[src/rtl/rock_scheduler_pkg.sv]
// rtl/rock_scheduler_pkg.sv - shared types, constants and step helper for the rocking scheduler
package rock_pkg;

  localparam int LEVEL_W     = 3;
  localparam int LEVEL_MAX   = 7;
  localparam int START_LEVEL = 3;
  localparam int TRIES_W     = 3;

  typedef enum logic [2:0] {
    ST_IDLE     = 3'd0,
    ST_SETTLE   = 3'd1,
    ST_WAITSTAB = 3'd2,
    ST_EVAL     = 3'd3,
    ST_HOLD     = 3'd4,
    ST_RAMP     = 3'd5,
    ST_FAIL     = 3'd6
  } state_t;

  typedef enum logic {
    DIR_UP   = 1'b0,
    DIR_DOWN = 1'b1
  } dir_t;

  typedef struct packed {
    logic [LEVEL_W-1:0] level;
    dir_t               dir;
  } step_t;

  // One level step in direction d; bouncing off 1 or LEVEL_MAX reverses the direction.
  function automatic step_t step_level(input logic [LEVEL_W-1:0] lvl, input dir_t d);
    step_t s;
    if (d == DIR_UP) begin
      if (lvl >= LEVEL_W'(LEVEL_MAX)) begin
        s.level = lvl - LEVEL_W'(1);
        s.dir   = DIR_DOWN;
      end else begin
        s.level = lvl + LEVEL_W'(1);
        s.dir   = DIR_UP;
      end
    end else begin
      if (lvl <= LEVEL_W'(1)) begin
        s.level = lvl + LEVEL_W'(1);
        s.dir   = DIR_UP;
      end else begin
        s.level = lvl - LEVEL_W'(1);
        s.dir   = DIR_DOWN;
      end
    end
    return s;
  endfunction

endpackage

[src/rtl/rock_scheduler_if.sv]
// rtl/rock_scheduler_if.sv - stress-detector inputs and drive outputs of the rocking scheduler
interface rock_scheduler_if;
  import rock_pkg::*;

  logic               tick;
  logic               enable;
  logic [5:0]         hart;
  logic               stable_pulse;
  logic               dropped;
  logic               rose;
  logic [LEVEL_W-1:0] level;
  logic               rocking;
  logic               calm;
  logic               fail;

  modport master (
    output tick, enable, hart, stable_pulse, dropped, rose,
    input  level, rocking, calm, fail
  );

  modport slave (
    input  tick, enable, hart, stable_pulse, dropped, rose,
    output level, rocking, calm, fail
  );

endinterface

[src/rtl/rock_scheduler_tick_counter.sv]
// rtl/rock_scheduler_tick_counter.sv - loadable tick-enabled down-counter with zero flag
module tick_counter #(
  parameter int W = 7
) (
  input  logic         clk,
  input  logic         reset,
  input  logic         tick,
  input  logic         load,
  input  logic [W-1:0] load_val,
  output logic         zero
);

  logic [W-1:0] count;

  // Load wins over a same-cycle tick; otherwise count down on tick and park at zero.
  always_ff @(posedge clk or negedge reset) begin
    if (!reset) begin
      count <= '0;
    end else if (load) begin
      count <= load_val;
    end else if (tick && (count != '0)) begin
      count <= count - W'(1);
    end
  end

  assign zero = (count == '0);

endmodule

[src/rtl/rock_scheduler.sv]
// rtl/rock_scheduler.sv - closed-loop cradle rocking controller; ROCK_SCHED_RAMPDOWN_EN adds gradual ramp-down
module rock_scheduler
  import rock_pkg::*;
#(
  parameter int SETTLE_TICKS  = 16,
  parameter int HOLD_TICKS    = 64,
  parameter int RAMP_TICKS    = 4,
  parameter int MAX_TRIES     = 6,
  parameter int STRESS_THRESH = 40,
  parameter int CALM_THRESH   = 20
) (
  input logic             clk,
  input logic             reset,
  rock_scheduler_if.slave bus
);

  // One counter serves every timed state, so size it for the longest window.
  localparam int CNT_MAX = (SETTLE_TICKS > HOLD_TICKS)
                         ? ((SETTLE_TICKS > RAMP_TICKS) ? SETTLE_TICKS : RAMP_TICKS)
                         : ((HOLD_TICKS > RAMP_TICKS) ? HOLD_TICKS : RAMP_TICKS);
  localparam int CNT_W = $clog2(CNT_MAX + 1);

  localparam logic [CNT_W-1:0]   SETTLE_LD = CNT_W'(SETTLE_TICKS);
  localparam logic [CNT_W-1:0]   HOLD_LD   = CNT_W'(HOLD_TICKS);
`ifdef ROCK_SCHED_RAMPDOWN_EN
  localparam logic [CNT_W-1:0]   RAMP_LD   = CNT_W'(RAMP_TICKS);
`endif
  localparam logic [5:0]         STRESS_T  = 6'(STRESS_THRESH);
  localparam logic [5:0]         CALM_T    = 6'(CALM_THRESH);
  // tries is compared with ==, so MAX_TRIES must lie in 1..7.
  localparam logic [TRIES_W-1:0] MAX_T     = TRIES_W'(MAX_TRIES);

  state_t             state_q, state_n;
  logic [LEVEL_W-1:0] level_q, level_n;
  dir_t               dir_q, dir_n;
  logic [TRIES_W-1:0] tries_q, tries_n, tries_inc;
  logic               fail_q, fail_n;
  logic               calm_q, rocking_q;
  logic               ev_calm_q, ev_calm_n;
  logic               ev_drop_q, ev_drop_n;
  logic               ev_rose_q, ev_rose_n;
  logic               cnt_load, cnt_zero;
  logic [CNT_W-1:0]   cnt_val;
  logic               stress;
  dir_t               step_dir;
  step_t              step;

  tick_counter #(.W(CNT_W)) u_cnt (
    .clk      (clk),
    .reset    (reset),
    .tick     (bus.tick),
    .load     (cnt_load),
    .load_val (cnt_val),
    .zero     (cnt_zero)
  );

  assign stress    = bus.stable_pulse && (bus.hart >= STRESS_T);
  assign step_dir  = ev_rose_q ? dir_t'(~dir_q) : dir_q;
  assign step      = step_level(level_q, step_dir);
  assign tries_inc = tries_q + TRIES_W'(1);

  // Next-state and counter-load decode; enable low overrides every state.
  always_comb begin
    state_n   = state_q;
    level_n   = level_q;
    dir_n     = dir_q;
    tries_n   = tries_q;
    fail_n    = fail_q;
    ev_calm_n = ev_calm_q;
    ev_drop_n = ev_drop_q;
    ev_rose_n = ev_rose_q;
    cnt_load  = 1'b0;
    cnt_val   = SETTLE_LD;
    if (!bus.enable) begin
      state_n = ST_IDLE;
      level_n = '0;
      dir_n   = DIR_UP;
      tries_n = '0;
      fail_n  = 1'b0;
    end else begin
      case (state_q)
        ST_IDLE: begin
          level_n = '0;
          tries_n = '0;
          dir_n   = DIR_UP;
          if (stress) begin
            level_n  = LEVEL_W'(START_LEVEL);
            cnt_load = 1'b1;
            state_n  = ST_SETTLE;
          end
        end
        ST_SETTLE: begin
          if (cnt_zero) begin
            cnt_load = 1'b1;
            state_n  = ST_WAITSTAB;
          end
        end
        ST_WAITSTAB: begin
          // Latch the detector verdict; a silent window is treated as a rise.
          if (bus.stable_pulse) begin
            ev_calm_n = (bus.hart < CALM_T);
            ev_drop_n = bus.dropped;
            ev_rose_n = bus.rose;
            state_n   = ST_EVAL;
          end else if (cnt_zero) begin
            ev_calm_n = 1'b0;
            ev_drop_n = 1'b0;
            ev_rose_n = 1'b1;
            state_n   = ST_EVAL;
          end
        end
        ST_EVAL: begin
          if (ev_calm_q) begin
            cnt_val  = HOLD_LD;
            cnt_load = 1'b1;
            state_n  = ST_HOLD;
          end else if (ev_drop_q) begin
            cnt_load = 1'b1;
            state_n  = ST_SETTLE;
          end else begin
            tries_n = tries_inc;
            if (tries_inc == MAX_T) begin
              level_n = '0;
              fail_n  = 1'b1;
              state_n = ST_FAIL;
            end else begin
              level_n  = step.level;
              dir_n    = step.dir;
              cnt_load = 1'b1;
              state_n  = ST_SETTLE;
            end
          end
        end
        ST_HOLD: begin
          if (stress) begin
            tries_n  = '0;
            cnt_load = 1'b1;
            state_n  = ST_SETTLE;
          end else if (cnt_zero) begin
`ifdef ROCK_SCHED_RAMPDOWN_EN
            cnt_val  = RAMP_LD;
            cnt_load = 1'b1;
            state_n  = ST_RAMP;
`else
            level_n  = '0;
            state_n  = ST_IDLE;
`endif
          end
        end
`ifdef ROCK_SCHED_RAMPDOWN_EN
        ST_RAMP: begin
          if (stress) begin
            tries_n  = '0;
            cnt_load = 1'b1;
            state_n  = ST_SETTLE;
          end else if (cnt_zero) begin
            level_n = level_q - LEVEL_W'(1);
            if (level_q <= LEVEL_W'(1)) begin
              level_n = '0;
              state_n = ST_IDLE;
            end else begin
              cnt_val  = RAMP_LD;
              cnt_load = 1'b1;
            end
          end
        end
`endif
        ST_FAIL: begin
          level_n = '0;
          fail_n  = 1'b1;
        end
        default: begin
          state_n = ST_IDLE;
          level_n = '0;
        end
      endcase
    end
  end

  // State and registered outputs; rocking/calm come from next-state so they line up with level.
  always_ff @(posedge clk or negedge reset) begin
    if (!reset) begin
      state_q   <= ST_IDLE;
      level_q   <= '0;
      dir_q     <= DIR_UP;
      tries_q   <= '0;
      fail_q    <= 1'b0;
      calm_q    <= 1'b0;
      rocking_q <= 1'b0;
      ev_calm_q <= 1'b0;
      ev_drop_q <= 1'b0;
      ev_rose_q <= 1'b0;
    end else begin
      state_q   <= state_n;
      level_q   <= level_n;
      dir_q     <= dir_n;
      tries_q   <= tries_n;
      fail_q    <= fail_n;
      calm_q    <= (state_n == ST_HOLD);
      rocking_q <= (level_n != '0);
      ev_calm_q <= ev_calm_n;
      ev_drop_q <= ev_drop_n;
      ev_rose_q <= ev_rose_n;
    end
  end

  assign bus.level   = level_q;
  assign bus.rocking = rocking_q;
  assign bus.calm    = calm_q;
  assign bus.fail    = fail_q;

endmodule
[src/flat_wrapper.sv]
// flat-port wrapper written by rule: the top's interface ports become plain ports
module rock_scheduler_flat import rock_pkg::*;
#(
  parameter int SETTLE_TICKS  = 16,
  parameter int HOLD_TICKS    = 64,
  parameter int RAMP_TICKS    = 4,
  parameter int MAX_TRIES     = 6,
  parameter int STRESS_THRESH = 40,
  parameter int CALM_THRESH   = 20
)
  (clk, reset, bus_tick, bus_enable, bus_hart, bus_stable_pulse, bus_dropped, bus_rose, bus_level, bus_rocking, bus_calm, bus_fail);
  rock_scheduler_if bus_i ();
  input logic clk;
  input logic reset;
  input wire logic [$bits(bus_i.tick)-1:0] bus_tick;
  input wire logic [$bits(bus_i.enable)-1:0] bus_enable;
  input wire logic [$bits(bus_i.hart)-1:0] bus_hart;
  input wire logic [$bits(bus_i.stable_pulse)-1:0] bus_stable_pulse;
  input wire logic [$bits(bus_i.dropped)-1:0] bus_dropped;
  input wire logic [$bits(bus_i.rose)-1:0] bus_rose;
  output wire logic [$bits(bus_i.level)-1:0] bus_level;
  output wire logic [$bits(bus_i.rocking)-1:0] bus_rocking;
  output wire logic [$bits(bus_i.calm)-1:0] bus_calm;
  output wire logic [$bits(bus_i.fail)-1:0] bus_fail;
  assign bus_i.tick = bus_tick;
  assign bus_i.enable = bus_enable;
  assign bus_i.hart = bus_hart;
  assign bus_i.stable_pulse = bus_stable_pulse;
  assign bus_i.dropped = bus_dropped;
  assign bus_i.rose = bus_rose;
  assign bus_level = bus_i.level;
  assign bus_rocking = bus_i.rocking;
  assign bus_calm = bus_i.calm;
  assign bus_fail = bus_i.fail;
  rock_scheduler #(.SETTLE_TICKS(SETTLE_TICKS), .HOLD_TICKS(HOLD_TICKS), .RAMP_TICKS(RAMP_TICKS), .MAX_TRIES(MAX_TRIES), .STRESS_THRESH(STRESS_THRESH), .CALM_THRESH(CALM_THRESH)) u_core (.clk(clk), .reset(reset), .bus(bus_i));
endmodule
[config.mk]
export PLATFORM = sky130hd
export DESIGN_NAME = rock_scheduler_flat
export DESIGN_NICKNAME = d
export VERILOG_FILES = /design/src/rtl/rock_scheduler_pkg.sv /design/src/rtl/rock_scheduler_if.sv /design/src/rtl/rock_scheduler_tick_counter.sv /design/src/rtl/rock_scheduler.sv /design/src/flat_wrapper.sv
export SDC_FILE = /design/constraint.sdc
export NUM_CORES = 1
export LEC_CHECK = 0
export ABC_AREA = 1
export CORE_MARGIN = 3
export CORE_UTILIZATION = 50
export DETAILED_ROUTE_END_ITERATION = 16
export PLACE_DENSITY = 0.73
export SYNTH_ARGS = -nofsm -noshare
export SYNTH_HDL_FRONTEND = slang
export SYNTH_SLANG_ARGS = --single-unit
[constraint.sdc]
create_clock -name clk -period 2.2 [get_ports clk]
set_input_delay 0.55 -clock clk [delete_from_list [all_inputs] [get_ports clk]]
set_output_delay 0.55 -clock clk [all_outputs]
set_load 0.005 [all_outputs]
# Yosys cells after proc, flatten, opt, wreduce, memory -nomap -nowiden
# Index checks and enable logic that the tools add are counted.
# word_totals
inputBits	13
out_inout_bits	6
word_cells	104
register_bits	23
# op_classes
mux	55
n_eq_ne	15
n_addsub	4
n_bitwise	1
n_reduce_logical	14
magnitude_cmp	4
# op_table
cell	count
$mux W3	20
$mux W7	5
$mux W1	20
$pmux W3 S6	1
$eq A3 B3 Y1 const B	4
$mux W4	3
$pmux W3 S4	1
$reduce_and A4 Y1	3
$ne A3 B3 Y1 const B	3
$pmux W3 S3	1
$logic_not A7 Y1	1
$reduce_bool A7 Y1	1
$sub A7 B1 Y7 const B	1
$add A3 B1 Y3 const B	2
$eq A3 B2 Y1 const B	2
$ge A6 B6 Y1 const B	1
$lt A6 B5 Y1 const B	1
$ne A3 B1 Y1 const B	2
$ne A3 B2 Y1 const B	2
$ne A4 B1 Y1 const B	1
$pmux W1 S2	2
$reduce_bool A2 Y1	2
$reduce_or A2 Y1	2
$eq A3 B1 Y1 const B	1
10 further kinds	11

# Depth between registers and ports, before layout
# Gate-level depths: netlist of run 1.
# logic_depth
word_depth	9
depth_mapped	13
depth_no_buf	13

# By module
# A second synthesis of run 1 with hierarchy kept.
# hier_totals
cells_unflattened	245
area_unflattened_um2	1669.1
# by_module_without_submodules
mod	cells_per_inst	instances	seq_area_each_um2	area_per_inst_um2
rock_scheduler	170	1	400.4	1183.6
tick_counter	75	1	175.2	485.5

# Least setup slack after synthesis of run 1
# Ideal clock, no wire load.
# synth_path
path_kind	input-to-reg
from	input bus_enable
to	register u_core.tries_q[0]
setup_ns	0.120
path_buffers	1
t_arrival_ns	1.349
slack_ns	0.730
cell_stages	9
required_ns	2.080
cell_sequence	buf_4 inv_4 nor2_4 nand2_1 nand2_1 a31oi_4 inv_2 nand2_1 o21ai_2
# synth_via
elab_chain_cells	2
elab_cells_between_ends	6
cone_classes	4 x eq/ne; 1 x mux; 1 x reduce/logical
# synth_rtl
element	line	text
start: declaration	flat_wrapper.sv:16	input wire logic [$bits(bus_i.enable)-1:0] bus_enable;
$ne A4 B1 Y1 (no source line) (tied with other cells)	--	
$reduce_and A4 Y1 (no source line)	--	
end signal: assignment	rock_scheduler.sv:197	tries_q <= tries_n;
end: declaration	rock_scheduler.sv:36	logic [TRIES_W-1:0] tries_q, tries_n, tries_inc;
# Several ways; a longest one is shown, not always the timed one.
# A chain may end at the register's enable or synchronous reset.

# Worst setup path in the final report of run 1
# layout_path
from	register u_core.level_q[2], in the netlist u_core.bus.level[2]
to	output bus_level[2]
# layout_rtl
element	line	text
start: declaration	rock_scheduler.sv:34	logic [LEVEL_W-1:0] level_q, level_n;
start signal: assignment	rock_scheduler.sv:195	level_q <= level_n;
end: declaration	flat_wrapper.sv:21	output wire logic [$bits(bus_i.level)-1:0] bus_level;
# No word-level cell between the ends.

==> results.sh, run 1 <==
export IMPL_status="finished clean"
export IMPL_ys_types=36
export IMPL_final_period_utilization=0.873
export IMPL_cts_hold_buffers=0
export IMPL_critical_path_class="reg2out"
export IMPL_drt_iter0_drc=80
export IMPL_insertedDiodeCount=0
export IMPL_fin_setup_tns_ns=0
export IMPL_syn_inst=218
export IMPL_ys_seq_area_frac=0.359
export IMPL_ios=19
export IMPL_worstRegToRegCells=11
export IMPL_max_cap_viol_count=0
export IMPL_dieWidth_um=62.6
export IMPL_cts_made_buffers=3
export IMPL_slowest_delay_ns=0.55
export IMPL_setup_viol=0
export IMPL_drive_gt1_frac=0.141
export IMPL_area_growth_pct=16.4
export IMPL_endpoint="bus_level[2]"
export IMPL_first_global_vias=1388
export IMPL_p_per_area_nw_per_um2=711
export IMPL_cp_end_kind="output port"
export IMPL_synth_top_area_frac=0.359
export IMPL_tightest_slew_ns=0.328
export IMPL_htreeDepth=1
export IMPL_path_cells="clkdlybuf4s50_1"
export IMPL_path_delay_family="buffers and inverters"
export IMPL_row_count=19
export IMPL_synth_flop_cell="dfrtp_1"
export IMPL_drtPass1Iterations=4
export IMPL_critPathSlowestCell="clkdlybuf4s50_1"
export IMPL_yosysTopAreaCell="dfrtp_1"
export IMPL_path_buf_inv=1
export IMPL_ys_warn_count=0
export IMPL_via_per_inst=5.10
export IMPL_r2r_slack_ns=0.53
export IMPL_die_h_um=62.6
export IMPL_crit_arrival_ns=1.37
export IMPL_syn_mean_instance_area_um2=7.35
export IMPL_ant_nets=0
export IMPL_nets=262
export IMPL_synth_edf_count=0
export IMPL_worst_setup_path_start_kind="flip-flop"
export IMPL_dieArea_um2=3920
export IMPL_clkSlewWorstSetupHoldPaths_ns=0.14
export IMPL_grt_max_degree=24
export IMPL_synth_area_leaders="dfrtp_1 (36%), nand2_1 (12%), inv_1 (7.5%), nand3_1 (6.9%), ha_1 (5.5%)"
export IMPL_crit_path_max_fanout=6
export IMPL_ys_ff_latch=23
export IMPL_fp_coreArea_um2=2900
export IMPL_cts_root_buf="clkbuf_4"
export IMPL_report_final_slew_viol_count=0
export IMPL_p_leak_nw=0.969
export IMPL_io_buffers=16
export IMPL_syn_num_nets=238
export IMPL_drt_wl_total_um=3260
export IMPL_hpwlAfterDp_um=2540
export IMPL_wire_per_inst_um=11.5
export IMPL_drc=0
export IMPL_skew_ns=0.00263
export IMPL_cts_resized=0
export IMPL_cp_startpoint="u_core.bus.level[2]"
export IMPL_rsz0062_at_grt="no"
export IMPL_fmax_mhz=521
export IMPL_antenna_found_initial=0
export IMPL_relSlewSlack=0.780
export IMPL_cts_sink_count=23
export IMPL_grt_ovfl_total=0
export IMPL_timing_rr_end="u_core.u_cnt.count[4]"
export IMPL_crit_required_ns=1.65
export IMPL_syn_area_um2=1600
export IMPL_grt_pass1_wl_um=5950
export IMPL_ir_drop_mv=0.401
export IMPL_hold_slack_ns=0.522
export IMPL_hold_class="reg2reg"
export IMPL_cp_depth=1
export IMPL_finalHoldViolCount=0
export IMPL_initial_core_util=0.552
export IMPL_post_route_min_period_ns=1.92
export IMPL_grt_usage=0.184
export IMPL_gp_congestion=0.797
export IMPL_power_total_w=0.00133
export IMPL_vias=1444
export IMPL_postCtsSetupRepairBufs=0
export IMPL_cts_tree="done"
export IMPL_timing_rr_start="u_core.tries_q[0]"
export IMPL_cts_buffer_depth=2
export IMPL_async_flop_share=1.00
export IMPL_clk_latency_ns=0.33
-- synthesized netlist by cell type, drive strengths merged (2+ instances only) --
master  instances
nand2          57
nand4           3
dfrtp          23
nor3            3
inv            40
o21ai          13
nand3b          2
xor2            4
nor2           22
a21oi           6
ha              7
nand3          24
-- area by class of cell --
class                           instances  area, um2
Clock buffer                            3       22.5
Timing Repair Buffer                   20        190
Sequential cell                        23        576
Inverter                               41        156
Clock inverter                          1       5.00
Fill cell                             284       1040
Tap cell                               42       52.6
Multi-Input combinational cell        153        862
-- routing by layer --
layer	up-vias	part of all wire	GRT usage
met2	28	0.46	0.294
met3	6	0.032	0.0288
met4	0	0.013	0.0689
li1	743	-	-
met1	667	0.49	0.251
met5	-	0	0
-- power breakdown --
part / leakage (nW) / internal, W / total, W / switching, W
clock: 0.0177 / 0.0000684 / 0.000214 / 0.000146
sequential: 0.300 / 0.000513 / 0.000604 / 0.0000918
combinational: 0.651 / 0.000207 / 0.000507 / 0.000300
total: 0.969 / 0.000788 / 0.00133 / 0.000537
-- cell usage in the layout (no fill, tap or decap), types with 2 or more instances in the layout --
| master | instances |
|---|---|
| nand2_1 | 51 |
| inv_1 | 32 |
| dfrtp_1 | 23 |
| nand3_1 | 22 |
| nor2_1 | 17 |
| clkdlybuf4s50_1 | 16 |
| o21ai_1 | 9 |
| inv_2 | 7 |
| ha_1 | 7 |
| a21oi_1 | 5 |
| nand2_2 | 4 |
| xor2_1 | 4 |
| buf_4 | 4 |
| nor2_4 | 3 |
| nand4_1 | 3 |
| nor3_1 | 3 |
| clkbuf_4 | 3 |
| nor2_2 | 2 |
| nand2_4 | 2 |
| nand3_2 | 2 |
| o21ai_0 | 2 |
| nand3b_1 | 2 |
| o21ai_2 | 2 |
-- cells by family (layout without fill, tap and decap cells) --
kind of cell             count (synthesis)  after routing  synth area share
adder cells (fa/ha/maj)                  7              7            0.0547
AO/OA/AOI/OAI                           28             28             0.119
XOR/XNOR                                 5              5            0.0273
AND/OR/NAND/NOR                        113            113             0.337
flip-flops                              23             23             0.359
buffers and inverters                   42             65             0.102
-- state kept, by name, summed over array words and instances, names as in the netlist --
register and count:
u_core.ev_rose_q 1, u_core.ev_drop_q 1, u_core.bus.level 3, u_core.bus.rocking 1
u_core.u_cnt.count 7, u_core.state_q 3, u_core.tries_q 3, u_core.bus.fail 1
u_core.ev_calm_q 1, u_core.bus.calm 1, u_core.dir_q 1
-- how the worst min path moves through the flow --
stage | from | end | slack [ns] | cells after the start
final | u_core.bus.fail | u_core.bus.fail | 0.52 | 1
after global routing | u_core.bus.fail | u_core.bus.fail | 0.57 | 1
after CTS | u_core.bus.fail | u_core.bus.fail | 0.53 | 1
after detailed placement | u_core.bus.fail | u_core.bus.fail | 0.49 | 1
after global placement | u_core.bus.fail | u_core.bus.fail | 0.49 | 1
after floorplan | reset | u_core.bus.calm | 0.25 | 0
-- metrics by stage --
stage	cell area (um2)	setup WS, ns	instances	utilization
floorplan	1600	0.730	218	-
global placement	1840	0.173	279	0.633
detailed placement	1840	0.173	279	0.633
CTS	1860	0.276	283	0.643
global route	1860	0.204	283	0.643
finish	1860	0.279	283	0.643
Power figures use the tool's default switching activity.
==> run 2, diff against run 1 <==
--- a/config.mk
+++ b/config.mk
@@ -10,6 +10,7 @@
 export CORE_UTILIZATION = 50
 export DETAILED_ROUTE_END_ITERATION = 16
 export PLACE_DENSITY = 0.73
+export SLEW_MARGIN = 10
 export SYNTH_ARGS = -nofsm -noshare
 export SYNTH_HDL_FRONTEND = slang
 export SYNTH_SLANG_ARGS = --single-unit
==> results of run 2 <==
The final DEF is identical to that of run 1; final timing and power are the same.
